===== config.mk =====
export PLATFORM = sky130hd
export DESIGN_NAME = apb_csr_bridge
export DESIGN_NICKNAME = d
export VERILOG_FILES = /design/src/rtl/apb_csr_bridge.sv
export SDC_FILE = /design/constraint.sdc
export NUM_CORES = 1
export LEC_CHECK = 0
export ABC_AREA = 0
export CAP_MARGIN = 40
export CORE_MARGIN = 8
export CORE_UTILIZATION = 42
export DETAILED_ROUTE_END_ITERATION = 6
export PLACE_DENSITY = 0.8
export REMOVE_ABC_BUFFERS = 1
export SYNTH_ARGS = -nofsm -noshare
export SYNTH_HDL_FRONTEND = slang
export SYNTH_SLANG_ARGS = --single-unit

===== constraint.sdc =====
create_clock -name reg_clk_i -period 2.2 [get_ports reg_clk_i]
set_input_delay 0.44 -clock reg_clk_i [delete_from_list [all_inputs] [get_ports reg_clk_i]]
set_output_delay 0.44 -clock reg_clk_i [all_outputs]
set_load 0.03 [all_outputs]

===== src/rtl/apb_csr_bridge.sv =====
// APB3/APB4 slave that turns each transfer into one single-cycle CSR strobe.
// Every output is registered; reads wait RD_LATENCY cycles for the CSR map's data.
module apb_csr_bridge #(
    parameter int unsigned APB_ADDR_W = 12,
    parameter int unsigned CSR_ADDR_W = 8,
    parameter int unsigned NUM_REGS   = 2,
    parameter int unsigned RD_LATENCY = 1
) (
    input  logic                  reg_clk_i,
    input  logic                  reg_rst_n_i,
    input  logic                  psel_i,
    input  logic                  penable_i,
    input  logic                  pwrite_i,
    input  logic [APB_ADDR_W-1:0] paddr_i,
    input  logic [31:0]           pwdata_i,
    input  logic [3:0]            pstrb_i,
    output logic                  pready_o,
    output logic [31:0]           prdata_o,
    output logic                  pslverr_o,
    output logic [31:0]           reg_wr_data_o,
    output logic                  reg_wr_en_o,
    output logic                  reg_rd_en_o,
    output logic [CSR_ADDR_W-1:0] reg_addr_o,
    input  logic [31:0]           reg_rd_data_i,
    output logic [15:0]           err_cnt_o
);

    typedef enum logic [2:0] {IDLE, WR, RD_WAIT, RD_CAP, RESP} state_t;

    localparam int unsigned IDX_W    = APB_ADDR_W - 2;
    localparam logic [1:0]  LAT_LOAD = 2'(RD_LATENCY - 1);

    state_t                r_state, w_state_nxt;
    logic [1:0]            r_lat_cnt, w_lat_cnt_nxt;
    logic                  r_pready, w_pready_nxt;
    logic                  r_pslverr, w_pslverr_nxt;
    logic                  r_wr_en, w_wr_en_nxt;
    logic                  r_rd_en, w_rd_en_nxt;
    logic [31:0]           r_prdata, w_prdata_nxt;
    logic [31:0]           r_wr_data, w_wr_data_nxt;
    logic [CSR_ADDR_W-1:0] r_addr, w_addr_nxt;
    logic [15:0]           r_err_cnt, w_err_cnt_nxt;

    logic [IDX_W-1:0]      w_idx;
    logic                  w_setup;
    logic                  w_illegal;

    assign w_idx     = paddr_i[APB_ADDR_W-1:2];
    assign w_setup   = psel_i && !penable_i;
    assign w_illegal = (paddr_i[1:0] != 2'b00)
                    || (32'(w_idx) >= NUM_REGS)
                    || (pwrite_i && (pstrb_i != 4'hF));

    // Next-state and next-output logic; outputs are registered so each value
    // below appears on the port in the cycle after the state that computes it.
    always_comb begin
        w_state_nxt   = r_state;
        w_lat_cnt_nxt = r_lat_cnt;
        w_pready_nxt  = 1'b0;
        w_pslverr_nxt = 1'b0;
        w_wr_en_nxt   = 1'b0;
        w_rd_en_nxt   = 1'b0;
        w_prdata_nxt  = r_prdata;
        w_wr_data_nxt = r_wr_data;
        w_addr_nxt    = r_addr;
        w_err_cnt_nxt = r_err_cnt;

        case (r_state)
            IDLE: begin
                if (w_setup) begin
                    if (w_illegal) begin
                        w_state_nxt   = RESP;
                        w_pready_nxt  = 1'b1;
                        w_pslverr_nxt = 1'b1;
                        w_prdata_nxt  = 32'h0;
                        w_err_cnt_nxt = (r_err_cnt == 16'hFFFF) ? r_err_cnt : r_err_cnt + 16'd1;
                    end else if (pwrite_i) begin
                        w_state_nxt   = WR;
                        w_wr_en_nxt   = 1'b1;
                        w_pready_nxt  = 1'b1;
                        w_addr_nxt    = w_idx[CSR_ADDR_W-1:0];
                        w_wr_data_nxt = pwdata_i;
                    end else begin
                        w_state_nxt   = RD_WAIT;
                        w_rd_en_nxt   = 1'b1;
                        w_addr_nxt    = w_idx[CSR_ADDR_W-1:0];
                        w_lat_cnt_nxt = LAT_LOAD;
                    end
                end
            end
            WR: begin
                w_state_nxt = IDLE;
            end
            RD_WAIT: begin
                if (r_lat_cnt != 2'd0) begin
                    w_lat_cnt_nxt = r_lat_cnt - 2'd1;
                end else begin
                    w_state_nxt = RD_CAP;
                end
            end
            RD_CAP: begin
                w_state_nxt  = RESP;
                w_prdata_nxt = reg_rd_data_i;
                w_pready_nxt = 1'b1;
            end
            RESP: begin
                w_state_nxt = IDLE;
            end
            default: begin
                w_state_nxt = IDLE;
            end
        endcase
    end

    always_ff @(posedge reg_clk_i or negedge reg_rst_n_i) begin
        if (!reg_rst_n_i) begin
            r_state   <= IDLE;
            r_lat_cnt <= 2'd0;
            r_pready  <= 1'b0;
            r_pslverr <= 1'b0;
            r_wr_en   <= 1'b0;
            r_rd_en   <= 1'b0;
            r_prdata  <= 32'h0;
            r_wr_data <= 32'h0;
            r_addr    <= '0;
            r_err_cnt <= 16'h0;
        end else begin
            r_state   <= w_state_nxt;
            r_lat_cnt <= w_lat_cnt_nxt;
            r_pready  <= w_pready_nxt;
            r_pslverr <= w_pslverr_nxt;
            r_wr_en   <= w_wr_en_nxt;
            r_rd_en   <= w_rd_en_nxt;
            r_prdata  <= w_prdata_nxt;
            r_wr_data <= w_wr_data_nxt;
            r_addr    <= w_addr_nxt;
            r_err_cnt <= w_err_cnt_nxt;
        end
    end

    assign pready_o      = r_pready;
    assign pslverr_o     = r_pslverr;
    assign prdata_o      = r_prdata;
    assign reg_wr_en_o   = r_wr_en;
    assign reg_rd_en_o   = r_rd_en;
    assign reg_wr_data_o = r_wr_data;
    assign reg_addr_o    = r_addr;
    assign err_cnt_o     = r_err_cnt;

endmodule


==> reports/qor.yml, run 1 <==
hold_class: "in2async"
reg2reg_setup_slack_ps: 230
synth.avg_cell_area_um2: 12.1
cp-end-kind: "output port"
async_flop_share_pct: 100
drtAntennaViolNets: 0
synth_area_leader_cell: "dfrtp_1"
finalSetupViolCount: 0
syn_to_final_growth_pct: 54.6
crit_required_ps: 1760
synth-xor-area-share_pct: 2.82
gp_congestion: 0.797
cts_tree: "built"
cp.depth: 1
io_buffers: 176
vias: 3126
via_per_inst: 4.79
r2r_start: "err_cnt_o[0]"
num-nets-final: 607
power_density_mw_per_mm2: 592
drtIter0Drc: 148
worstSetupStartpointType: "flop"
cts_buffer_depth: 2
synth_flop_cell: "dfrtp_1"
setup_tns_ps: 0
die-area_mm2: 0.0130
drt-pass1-iter-count: 4
power_frac_seq_pct: 51.4
antenna_found_initial: 0
swShare_pct: 24.7
grt_max_degree: 37
ys_seq_elements: 97
critPathKind: "reg2out"
ys_seq_area_share_pct: 60.1
synthMuxAreaShare_pct: 12.5
fin_skew_ps: 13.3
drc: 0
grt_pass1_vias: 3304
ys_types: 37
comb_power_share_pct: 14.0
internal_power_w: 0.00278
synth_fa_ha_area_share_pct: 0.620
die_w_um: 114
cp.arrival_ps: 1530
critPathMaxStageDelay_ps: 720
grt_overflow: 0
yosys_warnings: 0
clock_sinks: 97
max_slew_margin_pct: 58.2
numCtsBuffers: 9
worst_pin_slew_ps: 627
p_leak_nw: 2.80
layout-drive-gt1-share_pct: 14.3
htreeDepth: 3
postCtsHoldBufs: 0
postCtsResizedCells: 0
fin_cells: 653
post_cts_buffers: 0
hpwl_um: 8360
r2r_cells: 6
antenna_cells_inserted: 0
synth.area.top_cells: "dfrtp_1 (60%), mux2_4 (11%), nand2_1 (6.8%)"
routedWlPerCell_um: 16.6
fin_crit_ps: 1970
cp_top_family: "buffers and inverters"
synth_top_family_by_area: "simple AND/OR/NAND/NOR gates"
r2r-end: "err_cnt_o[1]"
routed_wl_um: 10800
cp_max_fo: 6
path_clk_slew_ps: 90
hold_viol: 0
syn-cell-area_mm2: 0.00404
fmax_mhz: 508
fin_crit_sh_pct: 89.6
vdd_ir_drop_max_v: 0.000401
rsz0062_at_grt: "false"
root_buffer: "clkbuf_8"
synth-compound-area-share_pct: 5.95
synth_top_area_share_pct: 60.1
num_rows: 35
ioPinCount: 177
synth-edff-count: 0
status: "finished clean"
synthCells: 334
clk_latency_ps: 350
synth_simple_gate_area_share_pct: 15.6
worstPathCellList: "clkdlybuf4s50_1"
drv_slew: 0
crit_slowest_cell: "clkdlybuf4s50_1"
core_area_mm2: 0.00928
dp_cells: 638
grt_use_total_pct: 16.4
clkPwrFrac_pct: 34.6
worst-path-buf-inv: 1
p_sw_w: 0.000911
grt_pass1_wl_um: 17000
start_util_pct: 43.5
cap_violations: 0
fp.dieH_um: 114
## placed cells by master (no fill, tap or decap), types with 3 or more instances in the layout
cell	n
nor3_1	6
and2_1	8
buf_4	11
dfrtp_1	97
nand4_1	4
nor2_1	5
xnor2_1	12
mux2_4	29
clkbuf_8	10
buf_12	3
inv_1	4
and3_1	4
nand2_1	73
mux2_2	5
nand3_1	11
clkdlybuf4s50_1	175
o21ai_0	35
## flip-flops by register name, summed over array words and instances (netlist names)
register,flops
err_cnt_o,16
prdata_o,32
pready_o,1
pslverr_o,1
r_lat_cnt,2
r_state,3
reg_addr_o,8
reg_rd_en_o,1
reg_wr_data_o,32
reg_wr_en_o,1
## area by class of cell
type                       instances  area [um2]
inverter                           5        18.8
timing repair buffer             189        1890
clock inverter                     5        86.3
sequential                        97        2430
multi-input combinational        218        1510
fill                             726        3040
clock buffer                      10         138
tap                              129         161
## power by group through the flow
stage / logic, W / registers [W] / clock network, W
4_1_cts: 0.000525 / 0.00190 / 0.00131
2_1_floorplan: 0.0000988 / 0.00201 / 0
6_report: 0.000517 / 0.00190 / 0.00128
5_1_grt: 0.000555 / 0.00191 / 0.00138
3_5_place_dp: 0.000523 / 0.00193 / 0
3_3_place_gp: 0.000513 / 0.00193 / 0
## synthesized netlist by cell type, types with 3 or more instances
master	count
and2_1	8
and3_1	4
buf_6	3
clkbuf_1	10
dfrtp_1	97
inv_1	4
mux2_2	5
mux2_4	29
nand2_1	73
nand3_1	11
nand4_1	4
nor2_1	6
nor3_1	6
o21ai_0	35
xnor2_1	12
## worst register-to-register path, delay by kind of cell, from the launching register on
family / cells / cell delay (ps)
flip-flops: 1 / 430
AND/OR/NAND/NOR: 2 / 690
multiplexers: 1 / 260
adder cells (fa/ha/maj): 1 / 190
buffers and inverters: 1 / 160
AO/OA/AOI/OAI: 1 / 120
## cell families (layout without fill, tap and decap cells)
group / after synthesis / after routing
AND/OR/NAND/NOR: 126 / 126
flip-flops: 97 / 97
AO/OA/AOI/OAI: 42 / 42
multiplexers: 35 / 35
buffers and inverters: 19 / 209
XOR/XNOR: 13 / 13
adder cells (fa/ha/maj): 2 / 2
## per-layer routing
layer	routed length, um	vias to the layer above	GRT usage, %
li1	-	1498	-
met1	4440	1491	19.1
met2	5310	122	28.0
met3	924	15	5.28
met4	154	0	5.06
met5	0	-	0
## through the flow
stage,cell area (um2),hold slack (ps),setup WS [ps],util [%],power [W]
finish,6240,27.1,230,67.2,0.00369
global route,6240,58.8,135,67.2,0.00385
CTS,6240,24.9,198,67.2,0.00374
detailed placement,6020,415,-138,64.8,0.00246
global placement,6020,414,-75.8,64.8,0.00244
floorplan,3960,144,-14.5,-,0.00211
## worst max-delay path by stage
| stage | start | endpoint | slack, ps |
|---|---|---|---|
| 2_1_floorplan | paddr_i[10] | reg_wr_data_o[10] | -10 |
| 3_3_place_gp | paddr_i[0] | reg_addr_o[0] | -80 |
| 3_5_place_dp | paddr_i[0] | reg_addr_o[0] | -140 |
| 4_1_cts | err_cnt_o[3] | err_cnt_o[3] | 200 |
| 5_1_grt | paddr_i[1] | reg_addr_o[0] | 130 |
| 6_report | err_cnt_o[4] | err_cnt_o[4] | 230 |
(Power assumes the default switching activity.)
==> run 2, diff against run 1 <==
Settings changed: CORE_MARGIN 8 to 4.
==> run 2 against run 1 <==
Flip-flop and latch count is the same. Maximum frequency shrank 1.2%. Register-to-register slack lost 20 ps. Cell area grew 0.16%. Die area shrank 14%. Clock skew grew 2.8 ps. Largest cell class unchanged. Highest routed layer unchanged.
==> reports/qor.yml, run 2 (same netlist as run 1, synthesis figures left out) <==
gp_congestion: 0.767  # -3.7%
drv_slew: 0  # unchanged
power_density_mw_per_mm2: 582  # -1.8%
num_rows: 35  # unchanged
numCtsBuffers: 9  # unchanged
cp_top_family: "buffers and inverters"
routed_wl_um: 10500  # -2.6%
max_slew_margin_pct: 58.0  # -0.16 points
fp.dieH_um: 106  # -7.0%
hold_viol: 0  # unchanged
grt_use_total_pct: 19.2  # +2.8 points
worst_pin_slew_ps: 630  # +2.47 ps
final_common_cell: "clkdlybuf4s50_1"
grt_pass1_vias: 3404  # +3.0%
start_util_pct: 43.5  # unchanged
via_per_inst: 4.82  # +0.77%
grt_overflow: 0  # unchanged
path_clk_slew_ps: 110  # +20 ps
setup_tns_ps: 0  # unchanged
syn_to_final_growth_pct: 54.8
crit_required_ps: 1760  # about the same
num-nets-final: 612  # +0.82%
fmax_mhz: 501  # -1.2%
clk_latency_ps: 350  # about the same
layout_common_cells: "clkdlybuf4s50_1 (175), dfrtp_1 (97), nand2_1 (73)"
critPathMaxStageDelay_ps: 720  # about the same
internal_power_w: 0.00266  # -4.5%
postCtsHoldBufs: 0  # unchanged
hpwl_um: 7950  # -4.9%
cts_tree: "built"
antenna_cells_inserted: 0  # unchanged
worstPathCellList: "clkdlybuf4s50_1"
clock_sinks: 97  # unchanged
cp.depth: 1  # unchanged
r2r-end: "err_cnt_o[1]"
layout-drive-gt1-share_pct: 15.3  # +0.97 points
startpoint: "err_cnt_o[3]"
root_buffer: "clkbuf_8"
grt_max_degree: 40  # +8.1%
reg2reg_setup_slack_ps: 210  # -20 ps
grt_pass1_wl_um: 17300  # +1.7%
fin_skew_ps: 16.2  # +2.85 ps
cts_buffer_depth: 2  # unchanged
drtIter0Drc: 95  # -36%
postCtsResizedCells: 0  # unchanged
post_cts_buffers: 0  # unchanged
vias: 3179  # +1.7%
endpoint: "err_cnt_o[3]"
status: "finished clean"
die-area_mm2: 0.0112  # -14%
fin_crit_ps: 1990  # +24.0 ps
ioPinCount: 177  # unchanged
io_buffers: 176  # unchanged
vdd_ir_drop_max_v: 0.000507  # +27%
die_w_um: 106  # -7.0%
p_leak_nw: 2.80  # +0.18%
drtAntennaViolNets: 0  # unchanged
htreeDepth: 3  # unchanged
comb_power_share_pct: 14.4  # +0.4 points
critPathKind: "reg2out"
routedWlPerCell_um: 16.0  # -3.5%
fin_cells: 659  # +0.92%
cp-end-kind: "output port"
cp_max_fo: 6  # unchanged
n_fill_cell: 730  # +0.55%
drc: 0  # unchanged
r2r_start: "err_cnt_o[0]"
power_frac_seq_pct: 52.4  # +1.0 points
core_area_mm2: 0.00928  # unchanged
r2r_cells: 6  # unchanged
clkPwrFrac_pct: 33.3  # -1.3 points
antenna_found_initial: 0  # unchanged
crit_slowest_cell: "clkdlybuf4s50_1"
rsz0062_at_grt: "false"
hold_class: "in2async"
swShare_pct: 26.9  # +2.2 points
cp.arrival_ps: 1550  # +20 ps
p_sw_w: 0.000978  # +7.4%
fin_crit_sh_pct: 90.7  # +1.1 points
finalSetupViolCount: 0  # unchanged
worst-path-buf-inv: 1  # unchanged
dp_cells: 643  # +0.78%
drt-pass1-iter-count: 4  # unchanged
worstSetupStartpointType: "flop"
cap_violations: 0  # unchanged
run 2: cell count changes in the layout (fill, tap and decap cells not counted):
cell / previous run / this run
buf_4: 11 / 17
bufinv_16: 2 / 1
buf_12: 3 / 2
clkinvlp_4: 0 / 2
inv_8: 0 / 2
inv_6: 2 / 1
clkbuf_8: 10 / 9
run 2: metrics by stage:
step           total power [W]  area, um2  hold WS [ps]  setup slack, ps  util [%]
2_1_floorplan          0.00211       3960           144            -14.5         -
3_3_place_gp           0.00245       6040           442             -103      65.1
3_5_place_dp           0.00246       6040           449             -130      65.1
4_1_cts                0.00367       6250          52.4              195      67.3
5_1_grt                0.00381       6250          60.9             89.3      67.3
6_report               0.00364       6250          37.3              206      67.3
run 2: worst min path at each step:
stage	from	endpoint	slack, ps
floorplan	reg_rst_n_i	err_cnt_o[0]	140
global placement	reg_rst_n_i	reg_wr_data_o[27]	440
detailed placement	reg_rst_n_i	prdata_o[12]	450
CTS	reg_rst_n_i	prdata_o[12]	50
global route	reg_rst_n_i	prdata_o[12]	60
finish	reg_rst_n_i	prdata_o[12]	40
run 2: final cells by class:
class / count / area [um2] / area share (%)
Tap cell: 129 / 161 / 2.58
Multi-Input combinational cell: 218 / 1510 / 24.2
Inverter: 5 / 18.8 / 0.300
Clock inverter: 7 / 85.1 / 1.36
Clock buffer: 9 / 124 / 1.98
Sequential cell: 97 / 2430 / 38.8
Timing Repair Buffer: 194 / 1920 / 30.7
run 2: power by group through the flow:
stage,Clock [W],Combinational [W],Sequential [W]
6_report,0.00121,0.000522,0.00190
5_1_grt,0.00133,0.000562,0.00191
4_1_cts,0.00124,0.000529,0.00190
3_5_place_dp,0,0.000527,0.00193
3_3_place_gp,0,0.000513,0.00194
2_1_floorplan,0,0.0000988,0.00201
run 2: metal layers:
metal  part of all wire [%]  wire length (um)  GRT usage, %
met5                      0                 0             0
met4                    2.3               242          5.00
met3                    5.7               605          5.16
met2                     51              5390          33.4
met1                     41              4310          23.6
run 2: worst register-to-register path: stages, from the launching register on:
cell,delay [ps]
dfrtp_1,450
ha_1,200
nand3_1,220
nor4_4,470
a211oi_4,120
buf_12,160
mux2_2,270
==> run 3, diff against run 2 <==
Settings changed: GPL_TIMING_DRIVEN set to 0.
==> run 3 against run 2 <==
Worst setup slack worse by 70 ps. Clock power grew 25%. Die area stayed put. Flip-flop and latch count unchanged. Sequential power hardly changed. Clock skew shrank 2.2 ps. Wire length is 0.72% higher. Sequential share of layout area shrank 0.35 points. Total power rose by 8.1%. Maximum frequency shrank 3.4%. Critical path type is now in2reg. Critical endpoint is now reg_wr_data_o[4]. Largest power group unchanged. Highest routed layer unchanged.
==> reports/qor.yml, run 3 (same netlist as run 1, synthesis figures left out) <==
fp.dieH_um: 106  # unchanged
fin_crit_ps: 2060  # +69.8 ps
postCtsHoldBufs: 0  # unchanged
root_buffer: "clkbuf_8"
layout_common_cells: "clkdlybuf4s50_1 (172), dfrtp_1 (97), nand2_1 (73)"
die_w_um: 106  # unchanged
grt_pass1_vias: 3509  # +3.1%
power_density_mw_per_mm2: 623  # +7.1%
antenna_cells_inserted: 0  # unchanged
drtAntennaViolNets: 0  # unchanged
cts_tree: "built"
vdd_ir_drop_max_v: 0.000542  # +6.9%
grt_pass1_wl_um: 17700  # +2.4%
cp.arrival_ps: 2300  # +750 ps
num-nets-final: 606  # -0.98%
die-area_mm2: 0.0112  # unchanged
grt_overflow: 0  # unchanged
seqCellArea_mm2: 0.00243  # unchanged
fmax_mhz: 484  # -3.4%
layout-drive-gt1-share_pct: 14.5  # -0.78 points
grt_use_total_pct: 19.6  # +0.39 points
max_slew_margin_pct: 52.8  # -5.2 points
numCtsBuffers: 9  # unchanged
fin_crit_sh_pct: 93.8  # +3.2 points
cts_buffer_depth: 2  # unchanged
comb_power_share_pct: 13.1  # -1.3 points
power_frac_seq_pct: 48.4  # -4.0 points
start_util_pct: 43.5  # unchanged
critPathMaxStageDelay_ps: 450  # -270 ps
clock_sinks: 97  # unchanged
ioPinCount: 177  # unchanged
vias: 3164  # -0.47%
p_sw_w: 0.000942  # -3.7%
grt_max_degree: 55  # +38%
drt-pass1-iter-count: 5  # +1
n_fill_cell: 715  # -2.1%
path_clk_slew_ps: 100  # about the same
clkPwrFrac_pct: 38.5  # +5.2 points
worstPathCellList: "clkdlybuf4s50_1 > nor4_2 > o2111a_2 > nand4_4 > buf_12 > mux2_4"
finalSetupViolCount: 0  # unchanged
final_common_cell: "clkdlybuf4s50_1"
core_area_mm2: 0.00928  # unchanged
rsz0062_at_grt: "false"
p_leak_nw: 2.82  # +0.51%
swShare_pct: 24.0  # -2.9 points
cap_violations: 0  # unchanged
hold_viol: 0  # unchanged
multiInputGateArea_mm2: 0.00154  # +1.9%
worst_pin_slew_ps: 708  # +78.0 ps
htreeDepth: 3  # unchanged
dp_cells: 628  # -2.3%
status: "finished clean"
drv_slew: 0  # unchanged
antenna_found_initial: 0  # unchanged
syn_to_final_growth_pct: 56.2
utilization_pct: 67.9  # +0.61 points
fin_skew_ps: 14.0  # -2.21 ps
hold_class: "in2async"
drtIter0Drc: 112  # +18%
internal_power_w: 0.00299  # +12%
gp_congestion: 0.764  # -0.42%
cp_max_fo: 17  # +11
crit_slowest_cell: "o2111a_2"
drc: 0  # unchanged
via_per_inst: 4.85  # +0.44%
worstSetupStartpointType: "input port"
clk_latency_ps: 350  # about the same
io_buffers: 176  # unchanged
routed_wl_um: 10600  # +0.72%
fin_cells: 653  # -0.91%
routedWlPerCell_um: 16.3  # +1.6%
critPathKind: "in2reg"
hpwl_um: 7720  # -3.0%
crit_required_ps: 2440  # +680 ps
num_rows: 35  # unchanged
cp-end-kind: "flop"
run 3: cell count changes in the layout (fill, tap and decap cells not counted), sizes merged:
cell / previous run / this run
bufinv: 1 / 4
dlygate4sd2: 0 / 3
clkinvlp: 2 / 0
nand4: 5 / 6
clkdlybuf4s50: 175 / 172
buf: 19 / 12
clkinv: 1 / 0
run 3: critical path: cells and delay by family:
kind / cells / cell delay, ps
mux: 1 / 300
buf+inv: 2 / 620
compound gates: 1 / 450
simple gates: 2 / 480
run 3: final timing paths:
| kind | slack (ps) | from | depth (start not counted) | end |
|---|---|---|---|---|
| setup reg to reg | 140 | r_state[1] | 5 | err_cnt_o[1] |
| hold / removal | 120 | reg_rst_n_i | 1 | reg_wr_data_o[19] |
| setup / recovery | 140 | paddr_i[1] | 6 | reg_wr_data_o[4] |
| min in group reg_clk_i | 500 | reg_addr_o[5] | 1 | reg_addr_o[5] |
| hold reg to reg | 500 | reg_addr_o[5] | 1 | reg_addr_o[5] |
| max in group asynchronous | 1410 | reg_rst_n_i | 2 | r_lat_cnt[1] |
run 3: final cells by class:
cell class              instances  area share [%]
clock buffers                   9            1.96
well taps                     129            2.56
flip-flops and latches         97            38.5
repair buffers                187            29.9
inverters                       5           0.298
multi-input cells             219            24.5
clock inverters                 7            2.32
run 3: metal layers:
metal	vias up	part of all wire (%)	track usage (%)
li1	1498	-	-
met1	1553	42	24.8
met2	98	51	34.0
met3	15	5.6	4.07
met4	0	1.5	5.55
met5	-	0	0
run 3: power groups by stage:
stage	combinational, W	sequential (W)	clock, W
final	0.000514	0.00190	0.00151
after global routing	0.000558	0.00191	0.00164
after CTS	0.000518	0.00190	0.00156
after detailed placement	0.000514	0.00194	0
after global placement	0.000492	0.00193	0
after floorplan	0.0000988	0.00201	0
run 3: timing repair:
item                       4_1_cts  5_1_grt
setup endpoints to repair       34       36
buffers inserted                 4        4
cloned                           1        0
gates resized for setup          5        1
pin swaps                        5        1
run 3: through the flow:
stage / setup TNS [ps] / hold slack (ps) / power [W] / instance area, um2 / setup WS (ps)
after detailed placement: -36850 / 475 / 0.00245 / 5940 / -795
after CTS: -87.3 / 131 / 0.00398 / 6270 / -50.7
after global routing: 0 / 162 / 0.00411 / 6310 / 37.9
final: 0 / 124 / 0.00393 / 6310 / 136
after floorplan: -427 / 144 / 0.00211 / 3960 / -14.5
after global placement: -328900 / 469 / 0.00243 / 5880 / -2870
==> RTL change (config.mk and constraints of run 3) <==
Put one more register stage on the output `pslverr_o`, cleared by the reset. The value now appears one clock later. The other outputs are not delayed to match.
--- a/src/rtl/apb_csr_bridge.sv
+++ b/src/rtl/apb_csr_bridge.sv
@@ -139,7 +139,13 @@
     end
 
     assign pready_o      = r_pready;
-    assign pslverr_o     = r_pslverr;
+    always_ff @(posedge reg_clk_i or negedge reg_rst_n_i) begin
+        if (!reg_rst_n_i) begin
+            pslverr_o <= '0;
+        end else begin
+            pslverr_o <= r_pslverr;
+        end
+    end
     assign prdata_o      = r_prdata;
     assign reg_wr_en_o   = r_wr_en;
     assign reg_rd_en_o   = r_rd_en;
Behaviour: not the same (a bounded check fails within 4 cycles, from zero or initial values and one cycle with reg_rst_n_i low).
==> RTL change against run 3 <==
Via count is 1.0% higher. Routed wire length rose by 3.4%. Sequential cell count rose by 1. Worst setup slack gained 0.0020 ns. Largest power group unchanged. Cell area is 2.4% lower. Count of clock-buffer cells in the layout unchanged. Final cell count is 2.6% lower. Area after synthesis down 1.9%. Total power decreased by 6.5%.
==> RTL change: results (changes against run 3) <==
* Share of layout cells above drive strength 1 at 0.141 (-0.00409)
* Maximum vdd ir drop at 0.549 mV (+1.2%)
* Wirelength, routed at 11,000 µm (+3.4%)
* Total track usage at 0.204 (+0.00881)
* Reg2Reg Setup Slack at 0.27 ns (+0.13 ns)
* Slowest stage delay, CP at 0.41 ns (-0.04 ns)
* Final GP Congestion at 0.760 (-0.54%)
* PostCTS Resize Cnt at 2 (-3)
* Distinct cells, synth at 35 (-5.4%)
* Vias at 3,196 (+1.0%)
* DPL Wire Length at 8420 µm (+9.1%)
* Iter 0 DRT Violations at 106 (-5.4%)
* Root Buffer: clkbuf_8
* Crit Path Max Fanout at 16 (-1)
* Ys async rst share at 1.00 (unchanged)
* Terminus of the critical flop-to-flop path: err_cnt_o[4]$_DFFE_PN0P_
* Post-Syn Area per Cell at 11.7 µm² (-3.3%)
* CP max-delay cell: clkdlybuf4s50_1
* Dpl cells at 615 (-2.1%)
* CP Capture Point: reg_wr_data_o[21]$_DFFE_PN0P_
* Leak at 2.75 nW (-2.5%)
* Vias per cell at 5.03 (+3.7%)
* Commonest cells post-synth: dfrtp_1 (98), nand2_1 (77), o21ai_0 (34), mux2_2 (30)
* Post-synthesis sequential area ratio at 0.619 (+0.0179)
* # port buffers at 176 (unchanged)
* First-pass iteration count of the detailed router at 4 (-1)
* Post-CTS Setup Inserts at 2 (-2)
* Slew @ Worst Pin at 0.638 ns (-0.0697 ns)
* Skew final at 0.0108 ns (-0.00317 ns)
* CP delay by family, top: buffers and inverters
* Status: finished, final reports clean
* Worst skew pair latency at around 0.36 ns
* Reg2reg path depth at 6 (+1)
* Top area cells in the synthesized netlist: dfrtp_1 (62%), mux2_2 (8.5%), nand2_1 (7.3%)
* RR Startpoint: err_cnt_o[0]$_DFFE_PN0P_
* Vias in the first global route at 3,329 (-5.1%)
* First-pass GRT wire length at 17,800 µm (+0.74%)
* Pin count of the biggest net entering global routing at 65 (+18%)
* Nets at 607 (+0.17%)
* CP startpoint: paddr_i[10]
* Max H-tree Level at 3 (unchanged)
* CP arrival at ~2.3 ns
* Min Hold Slack at 0.0164 ns (-0.108 ns)
==> RTL change: changes by cell type after synthesis, moves of 5 or more <==
cell and change:
mux2_4 -29, mux2_2 +25, nand3_1 -7, nor4_1 +5, xnor2_1 -5
==> RTL change: kinds of logic after synthesis <==
family,count (synthesis),synth area share
xor+xnor,13,0.0344
buf+inv,22,0.0259
simple gates,127,0.159
compound gates,43,0.0585
fa+ha+maj,2,0.00632
flops,98,0.619
mux,34,0.0967
==> RTL change: per-stage QoR <==
stage / util / TNS (ns) / setup WS [ns] / instance area, µm²
after floorplan: - / -12.28 / -0.423 / 3880
after global placement: 0.629 / -348.48 / -2.88 / 5780
after detailed placement: 0.639 / -23.21 / -0.638 / 5880
after CTS: 0.665 / 0 / 0.0259 / 6120
after global routing: 0.669 / -0.00708 / -0.00708 / 6150
final: 0.669 / 0 / 0.138 / 6150
==> RTL change: layout make-up <==
type | instances | area [µm²]
Clock buffer | 9 | 124
Clock inverter | 7 | 92.6
Fill cell | 703 | 3040
Inverter | 6 | 26.3
Multi-Input combinational cell | 219 | 1430
Sequential cell | 98 | 2450
Tap cell | 111 | 139
Timing Repair Buffer | 185 | 1890
Timing Repair inverter | 1 | 7.51
==> RTL change: where the power goes <==
group	total [mW]	internal [mW]	switching, mW	leakage, nW
sequential	1.91	1.85	0.0571	1.35
clock	1.25	0.562	0.691	0.111
combinational	0.512	0.278	0.234	1.29
==> RTL change: per-layer routing <==
layer	vias to the layer above	global-route usage	routed length (µm)	part of all wire
li1	1509	-	-	-
met1	1545	0.248	4430	0.40
met2	129	0.342	5490	0.50
met3	13	0.0710	881	0.080
met4	0	0.0656	180	0.016
met5	-	0	0	0
